--- src/rtl/clock_gating_controller.sv ---
// ----------------------------------------------------------------------------
// clock_gating_controller
//
// Drives the enable input of a clock_gater cell. Runs on the free-running
// clock and watches an activity flag from the gated domain. After IDLE_CYCLES
// consecutive idle samples the gate is closed. An explicit wake (wake_request
// or disable_gating) reopens it, and ready follows WAKE_CYCLES edges later
// once the gated clock has settled.
//
// Parameters:
//   IDLE_CYCLES    consecutive idle samples before gating (>= 1)
//   WAKE_CYCLES    edges from reopening the gate to asserting ready (>= 1)
//
// Ports:
//   clock           free-running clock (same as the gater's clock_in)
//   reset           asynchronous, active-high reset
//   busy            1 = gated domain has work in progress
//   wake_request    level request to have the gated clock running
//   disable_gating  1 = never gate; while gated, behaves as a wake request
//   enable          registered gate enable, 1 = clock passes
//   ready           registered, 1 = gated clock running and settled
//   gated           registered status, 1 = gate closed
// ----------------------------------------------------------------------------
module clock_gating_controller #(
    parameter int IDLE_CYCLES = 8,
    parameter int WAKE_CYCLES = 2
) (
    input  logic clock,
    input  logic reset,
    input  logic busy,
    input  logic wake_request,
    input  logic disable_gating,
    output logic enable,
    output logic ready,
    output logic gated
);

    localparam int MAX_CYCLES    = (IDLE_CYCLES > WAKE_CYCLES) ? IDLE_CYCLES : WAKE_CYCLES;
    localparam int COUNTER_WIDTH = $clog2(MAX_CYCLES + 1);

    localparam logic [COUNTER_WIDTH-1:0] IDLE_LAST = COUNTER_WIDTH'(IDLE_CYCLES - 1);
    localparam logic [COUNTER_WIDTH-1:0] WAKE_LAST = COUNTER_WIDTH'(WAKE_CYCLES - 1);
    localparam logic [COUNTER_WIDTH-1:0] COUNT_ONE = COUNTER_WIDTH'(1);
    localparam logic [COUNTER_WIDTH-1:0] COUNT_MAX = '1;

    typedef enum logic [1:0] {
        RUNNING    = 2'd0,
        IDLE_COUNT = 2'd1,
        GATED      = 2'd2,
        WAKING     = 2'd3
    } state_t;

    state_t                   state;
    state_t                   state_next;
    logic [COUNTER_WIDTH-1:0] count;
    logic [COUNTER_WIDTH-1:0] count_next;
    logic                     idle;

    assign idle = !busy && !wake_request && !disable_gating;

    // ------------------------------------------------------------------------
    // Next-state and shared counter logic
    // ------------------------------------------------------------------------
    always_comb begin
        // NOTE: every signal assigned here gets a default first, so no path
        // leaves it unassigned and no latch is inferred.
        state_next = state;
        count_next = count;

        case (state)
            RUNNING: begin
                if (idle) begin
                    // With a single-cycle threshold the first idle sample is
                    // already the terminal one, so IDLE_COUNT is skipped.
                    state_next = (IDLE_CYCLES == 1) ? GATED : IDLE_COUNT;
                    count_next = COUNT_ONE;
                end else begin
                    count_next = '0;
                end
            end

            IDLE_COUNT: begin
                if (!idle) begin
                    // Any activity, including on the terminal sample, wins.
                    state_next = RUNNING;
                    count_next = '0;
                end else if (count == IDLE_LAST) begin
                    state_next = GATED;
                end else if (count != COUNT_MAX) begin
                    count_next = count + COUNT_ONE;
                end
            end

            GATED: begin
                // busy is not looked at: the gated domain is frozen and its
                // activity flag cannot change meaningfully.
                if (wake_request || disable_gating) begin
                    state_next = WAKING;
                    count_next = '0;
                end
            end

            WAKING: begin
                // Wake requests are already being served; only the settle
                // count matters here.
                if (count == WAKE_LAST) begin
                    state_next = RUNNING;
                    count_next = '0;
                end else if (count != COUNT_MAX) begin
                    count_next = count + COUNT_ONE;
                end
            end

            default: begin
                state_next = RUNNING;
                count_next = '0;
            end
        endcase
    end

    // ------------------------------------------------------------------------
    // State, counter and registered outputs. Outputs are decoded from the
    // next state so they change on the same edge as the state itself and
    // never depend combinationally on an input.
    // ------------------------------------------------------------------------
    always_ff @(posedge clock or posedge reset) begin
        // NOTE: sequential state uses non-blocking assignments so every
        // register samples the pre-edge values, independent of statement order.
        if (reset) begin
            state  <= RUNNING;
            count  <= '0;
            enable <= 1'b1;
            ready  <= 1'b1;
            gated  <= 1'b0;
        end else begin
            state  <= state_next;
            count  <= count_next;
            enable <= (state_next != GATED);
            ready  <= (state_next == RUNNING) || (state_next == IDLE_COUNT);
            gated  <= (state_next == GATED);
        end
    end

endmodule

--- config.mk ---
export PLATFORM = sky130hd
export DESIGN_NAME = clock_gating_controller
export DESIGN_NICKNAME = d
export VERILOG_FILES = /design/src/rtl/clock_gating_controller.sv
export SDC_FILE = /design/constraint.sdc
export NUM_CORES = 1
export LEC_CHECK = 0
export CORE_AREA = 4 4 41 43
export CTS_CLUSTER_DIAMETER = 40
export DETAILED_ROUTE_END_ITERATION = 7
export DIE_AREA = 0 0 45 47
export SETUP_SLACK_MARGIN = 0.05
export SYNTH_ARGS = -nofsm -noshare
export SYNTH_HDL_FRONTEND = slang
export SYNTH_SLANG_ARGS = --single-unit
export TNS_END_PERCENT = 20
--- constraint.sdc ---
create_clock -name clock -period 1.58 [get_ports clock]
set_input_delay 0.237 -clock clock [delete_from_list [all_inputs] [get_ports clock]]
set_output_delay 0.237 -clock clock [all_outputs]
set_load 0.005 [all_outputs]
; ---- Yosys cells after proc, flatten, opt, wreduce, memory -nomap -nowiden
; Cells that the tools add are included.
[word_totals]
register_bits = 9
in_bits = 5
output_inout_bits = 3
[op_classes]
n_eq_ne = 11
n_reduce_logical = 10
n_addsub = 1
mux = 13
[op_table]
columns = op, n
row1 = $mux W4, 5
row2 = $pmux W4 S4, 1
row3 = $mux W2, 5
row4 = $pmux W2 S4, 1
row5 = $eq A2 B2 Y1 const B, 3
row6 = $add A4 B1 Y4 const B, 1
row7 = $eq A2 B1 Y1 const B, 2
row8 = $eq A4 B1 Y1 const B, 1
row9 = $eq A4 B3 Y1 const B, 1
row10 = $logic_not A2 Y1, 2
row11 = $ne A2 B2 Y1 const B, 2
row12 = $ne A4 B4 Y1 const B, 1
row13 = $logic_not A1 Y1, 3
row14 = $ne A3 B3 Y1 const B, 1
row15 = $logic_and A1 B1 Y1, 2
row16 = $logic_or A1 B1 Y1, 2
row17 = $reduce_and A2 Y1, 1
row18 = $mux W1, 1

; ---- Depth between registers and ports, before layout
[depth]
ltp_word = 7
ltp_mapped = 6
depth_no_buf = 6

; ---- Worst setup path before layout
; OpenSTA, ideal clock, no wires.
[synth_path]
kind = flip-flop to flip-flop
start = register state[1]
end = register count[0]
arrival_time_ns = 1.436
setup_ns = 0.133
stages_incl_launch_ff = 6
path_slack_ns = 0.011
path_cell_list = dfrtp_1 > or4_4 > o32ai_4 > inv_4 > o221ai_2 > o211ai_1
[synth_via]
elab_chain_len = 3
elab_cells_between_ends = 8
classes_between = eq/ne (5) / mux (1) / reduce/logical (2)
[synth_lines]
columns = item, line
row1 = "start, declared", 53  ; state_t state;
row2 = "start signal, assigned", 136  ; state <= state_next;
row3 = $eq A2 B1 Y1 or $eq A2 B2 Y1 (tied branches), 70  ; case (state)
row4 = $ne A3 B3 Y1 (no source line) or $ne A2 B2 Y1 (tied branches), n/a
row5 = $reduce_and A2 Y1 (no source line), n/a
row6 = "end signal, assigned", 137  ; count <= count_next;
row7 = "end, declared", 55  ; logic [COUNTER_WIDTH-1:0] count;
; Parallel ways exist; a longest one is shown, timed or not.
; A chain may end at the register's enable or synchronous reset.

; ---- Worst setup path in the final report
; Same ends and word-level chain as after synthesis.

==> implementation parameters <==
Parameter                              Value

CTS
  Clock latency on the worst-skew pair    0.26 ns
  Clock transition at path regs    0.06 ns
  Clock sink count    9
  CTS tree    done
  Buffer cell driving the clock tree root    sky130_fd_sc_hd__clkbuf_4
  Number of buffers created by CTS    3
  Buffer depth of the longest clock path    2
  H-tree Lvls    1

Place
  Count of buffers from port buffering    7
  Final RePlAce weighted congestion    ~0.76
  Final HPWL DP    roughly 810 um
  Dpl cell area    661 um2
  Worst slack at placement    -0.294 ns

Timing
  Min Clock Period, post-route    1.51 ns
  FMAX    approximately 660 MHz
  Skew final    0.00392 ns
  Number of pins exceeding their max-slew limit in the final report    0
  Slew at the pin closest to its max-slew limit    0.343 ns
  Number of setup violations in the final report    0
  Total Neg Setup Slack    0 ns
  Period utilization    a little over nine tenths
  Remaining max-slew budget at the tightest pin    77.1%
  RSZ-0062 raised after global routing    yes
  Number of hold-slack violations in the final timing report    0
  Setup WS post-layout    0.0694 ns

Critical path
  Category of the most critical setup path    reg2reg
  Worst Path Buf+Inv    1
  Gate family responsible for the most delay along the worst path    simple AND/OR/NAND/NOR gates
  Data arrival time of the critical path    about 1.6 ns
  Setup crit start kind    flip-flop
  List of cells traversed by the critical path    or4_4 -> o32ai_4 -> inv_4 -> o221ai_2 -> o211ai_1
  Slowest CP cell    sky130_fd_sc_hd__or4_4
  Worst Path Required    1.71 ns
  Worst stage delay on the critical path    0.44 ns
  Maximum fanout along the worst path    6
  Type of destination of the critical path    flip-flop

Layout
  Most common cell after layout, fill and taps aside    sky130_fd_sc_hd__buf_4
  Layout overhead on the synthesized area    47.2%
  Layout Utilization    56.3%
  Post-route standard cell area excluding fillers    733 um2
  Area of combinational cells with multiple inputs    ~260 um2
  Ratio of cells with drive above 1 in the final layout    37.5%
  Number of nets in the final layout    80
  Total area of sequential cells    229 um2
  FILL cells    114
  Inserted Diodes    0
  Most frequent cells in the layout    14 x sky130_fd_sc_hd__buf_4, 6 x sky130_fd_sc_hd__dfrtp_1, 4 x sky130_fd_sc_hd__nand2_1, 4 x sky130_fd_sc_hd__a21oi_1

Power
  Power per cell area    807 nW/um2
  Combinational Power Share    23.3%
  Proportion of total power due to net switching    27.0%
  Sequential cell fraction of total power    46.7%
  Relative contribution of the clock network to total power    a little under a third
  NetSw    0.000160 W
  IR drop worst, VDD    0.518 mV
  Leakage power summed over all cells    0.315 nW
  Internal power of the cells    0.000432 W

Hold path
  Class of the tightest hold or removal check    in2async

Global routing
  Initial antenna violation count    0
  Maximum number of pins on one net before global-route repair    10
  Via count of the first global-routing pass    approximately 380
  GR Overflow Total    0
  Overall Global Routing Usage    12.2%
  Wire length of the first global-routing pass    1720 um

Logic synthesis
  Post-synthesis cell type count    25
  Async set-reset flop share out of synthesis    100%
  Number of flops mapped to enable cells by yosys    0
  Cell count after synthesis    48
  Leading register cell type out of synthesis    sky130_fd_sc_hd__dfrtp_1
  Warnings, synthesis    0
  Total of flip-flops plus latches after synthesis    9
  Mapped Nets    55
  Netlist Area Pre-Place    around 500 um2
  Synthesized area per cell    10.4 um2
  Portion of the post-synthesis area used by sequential elements    roughly 46%

Status
  Run status    finished clean

Die
  Chip Width    45 um
  Count of pins on the block boundary    8
  Core Area    1300 um2
  Floorplan die height    around 47 um
  Area of the die    2120 um2
  Cell Rows    13
  Starting utilization of the core area    38.3%

Detailed routing
  DRT Pass-1 Iters    4
  Total via count after detailed routing    approximately 450
  WL per Instance    13.1 um
  Wire length reported by the detailed router    1140 um
  Remaining number of nets flagged by the antenna check after routing    0
  Number of violations reported at the end of detailed-routing iteration 0    13
  Via-to-Cell Ratio    5.22
  Drc violations    0

Run
  Max-capacitance violation count    0
==> cells in the mapped netlist (2+ instances only) <==
cell type,count,share of area (%)
sky130_fd_sc_hd__a21oi_1,4,4.0
sky130_fd_sc_hd__a41oi_1,2,3.5
sky130_fd_sc_hd__dfrtp_1,7,35
sky130_fd_sc_hd__dfstp_2,2,11
sky130_fd_sc_hd__ha_1,2,5.0
sky130_fd_sc_hd__inv_1,3,2.3
sky130_fd_sc_hd__nand2_1,4,3.0
sky130_fd_sc_hd__nand2b_1,2,2.5
sky130_fd_sc_hd__nand3_1,2,2.0
sky130_fd_sc_hd__nand4b_1,2,3.5
sky130_fd_sc_hd__nor2_1,2,1.5
sky130_fd_sc_hd__o21ai_0,3,3.0
==> routing by layer <==
metal / share of wire (%) / vias up / global-route usage, %
met2: 44 / 14 / 15.8
met5: 0 / - / 0
met4: 4.5 / 0 / 14.0
met3: 4.5 / 4 / 2.68
met1: 47 / 208 / 15.4
li1: - / 228 / -
==> worst register-to-register path: stages (launching register included) <==
cell	delay [ns]
sky130_fd_sc_hd__dfrtp_2	0.42
sky130_fd_sc_hd__or4_4	0.44
sky130_fd_sc_hd__o32ai_4	0.17
sky130_fd_sc_hd__inv_4	0.09
sky130_fd_sc_hd__o221ai_2	0.16
sky130_fd_sc_hd__o211ai_1	0.11
==> cell families (layout without fill, tap and decap cells) <==
| group | Yosys count | in the layout | share of synthesized area [%] |
|---|---|---|---|
| buf+inv | 5 | 29 | 4.27 |
| flops | 9 | 9 | 45.7 |
| fa+ha+maj | 2 | 2 | 5.02 |
| xor+xnor | 1 | 1 | 1.76 |
| simple gates | 17 | 17 | 19.9 |
| compound gates | 14 | 14 | 23.4 |
==> state kept, by name, summed over array words and instances, names as in the netlist <==
register,cells
enable,1
state,2
gated,1
ready,1
count,4
==> timing repair <==
item	in CTS	in global routing
resized for setup	2	5
setup endpoints to repair	3	6
gates cloned	0	0
hold buffers	0	0
buffers inserted	0	4
pin swaps	3	3
==> final timing paths <==
path	startpoint	endpoint	slack, ns	cells past startpoint
max in group asynchronous	reset	ready$_DFF_PP1_	1.05	2
setup reg to reg	state[1]$_DFF_PP0_	count[0]$_DFFE_PP0P_	0.07	5
setup / recovery	state[1]$_DFF_PP0_	count[0]$_DFFE_PP0P_	0.07	5
min in group clock	disable_gating	state[0]$_DFF_PP0_	0.48	4
hold reg to reg	count[1]$_DFFE_PP0P_	count[1]$_DFFE_PP0P_	0.60	2
hold / removal	reset	count[1]$_DFFE_PP0P_	0.23	2
==> stage by stage <==
stage,hold slack (ns),power [W],std cells
2_1_floorplan,0.0635,0.000335,48
3_3_place_gp,0.523,0.000399,79
3_5_place_dp,0.525,0.000400,79
4_1_cts,0.237,0.000578,83
5_1_grt,0.257,0.000629,87
6_report,0.230,0.000592,87
==> layout make-up <==
| cell class | count | area share (%) |
|---|---|---|
| tap | 15 | 2.56 |
| timing repair buffer | 21 | 24.2 |
| multi-input combinational | 34 | 36.0 |
| sequential | 9 | 31.2 |
| inverter | 4 | 2.39 |
| clock buffer | 4 | 3.58 |
==> power by group through the flow <==
stage          registers [W]  clock network [W]  logic [W]
3_5_place_dp        0.000281                  0   0.000119
2_1_floorplan       0.000281                  0  0.0000542
4_1_cts             0.000277           0.000183   0.000118
6_report            0.000276           0.000177   0.000138
5_1_grt             0.000280           0.000200   0.000149
3_3_place_gp        0.000282                  0   0.000117
Power figures use the tool's default switching activity.
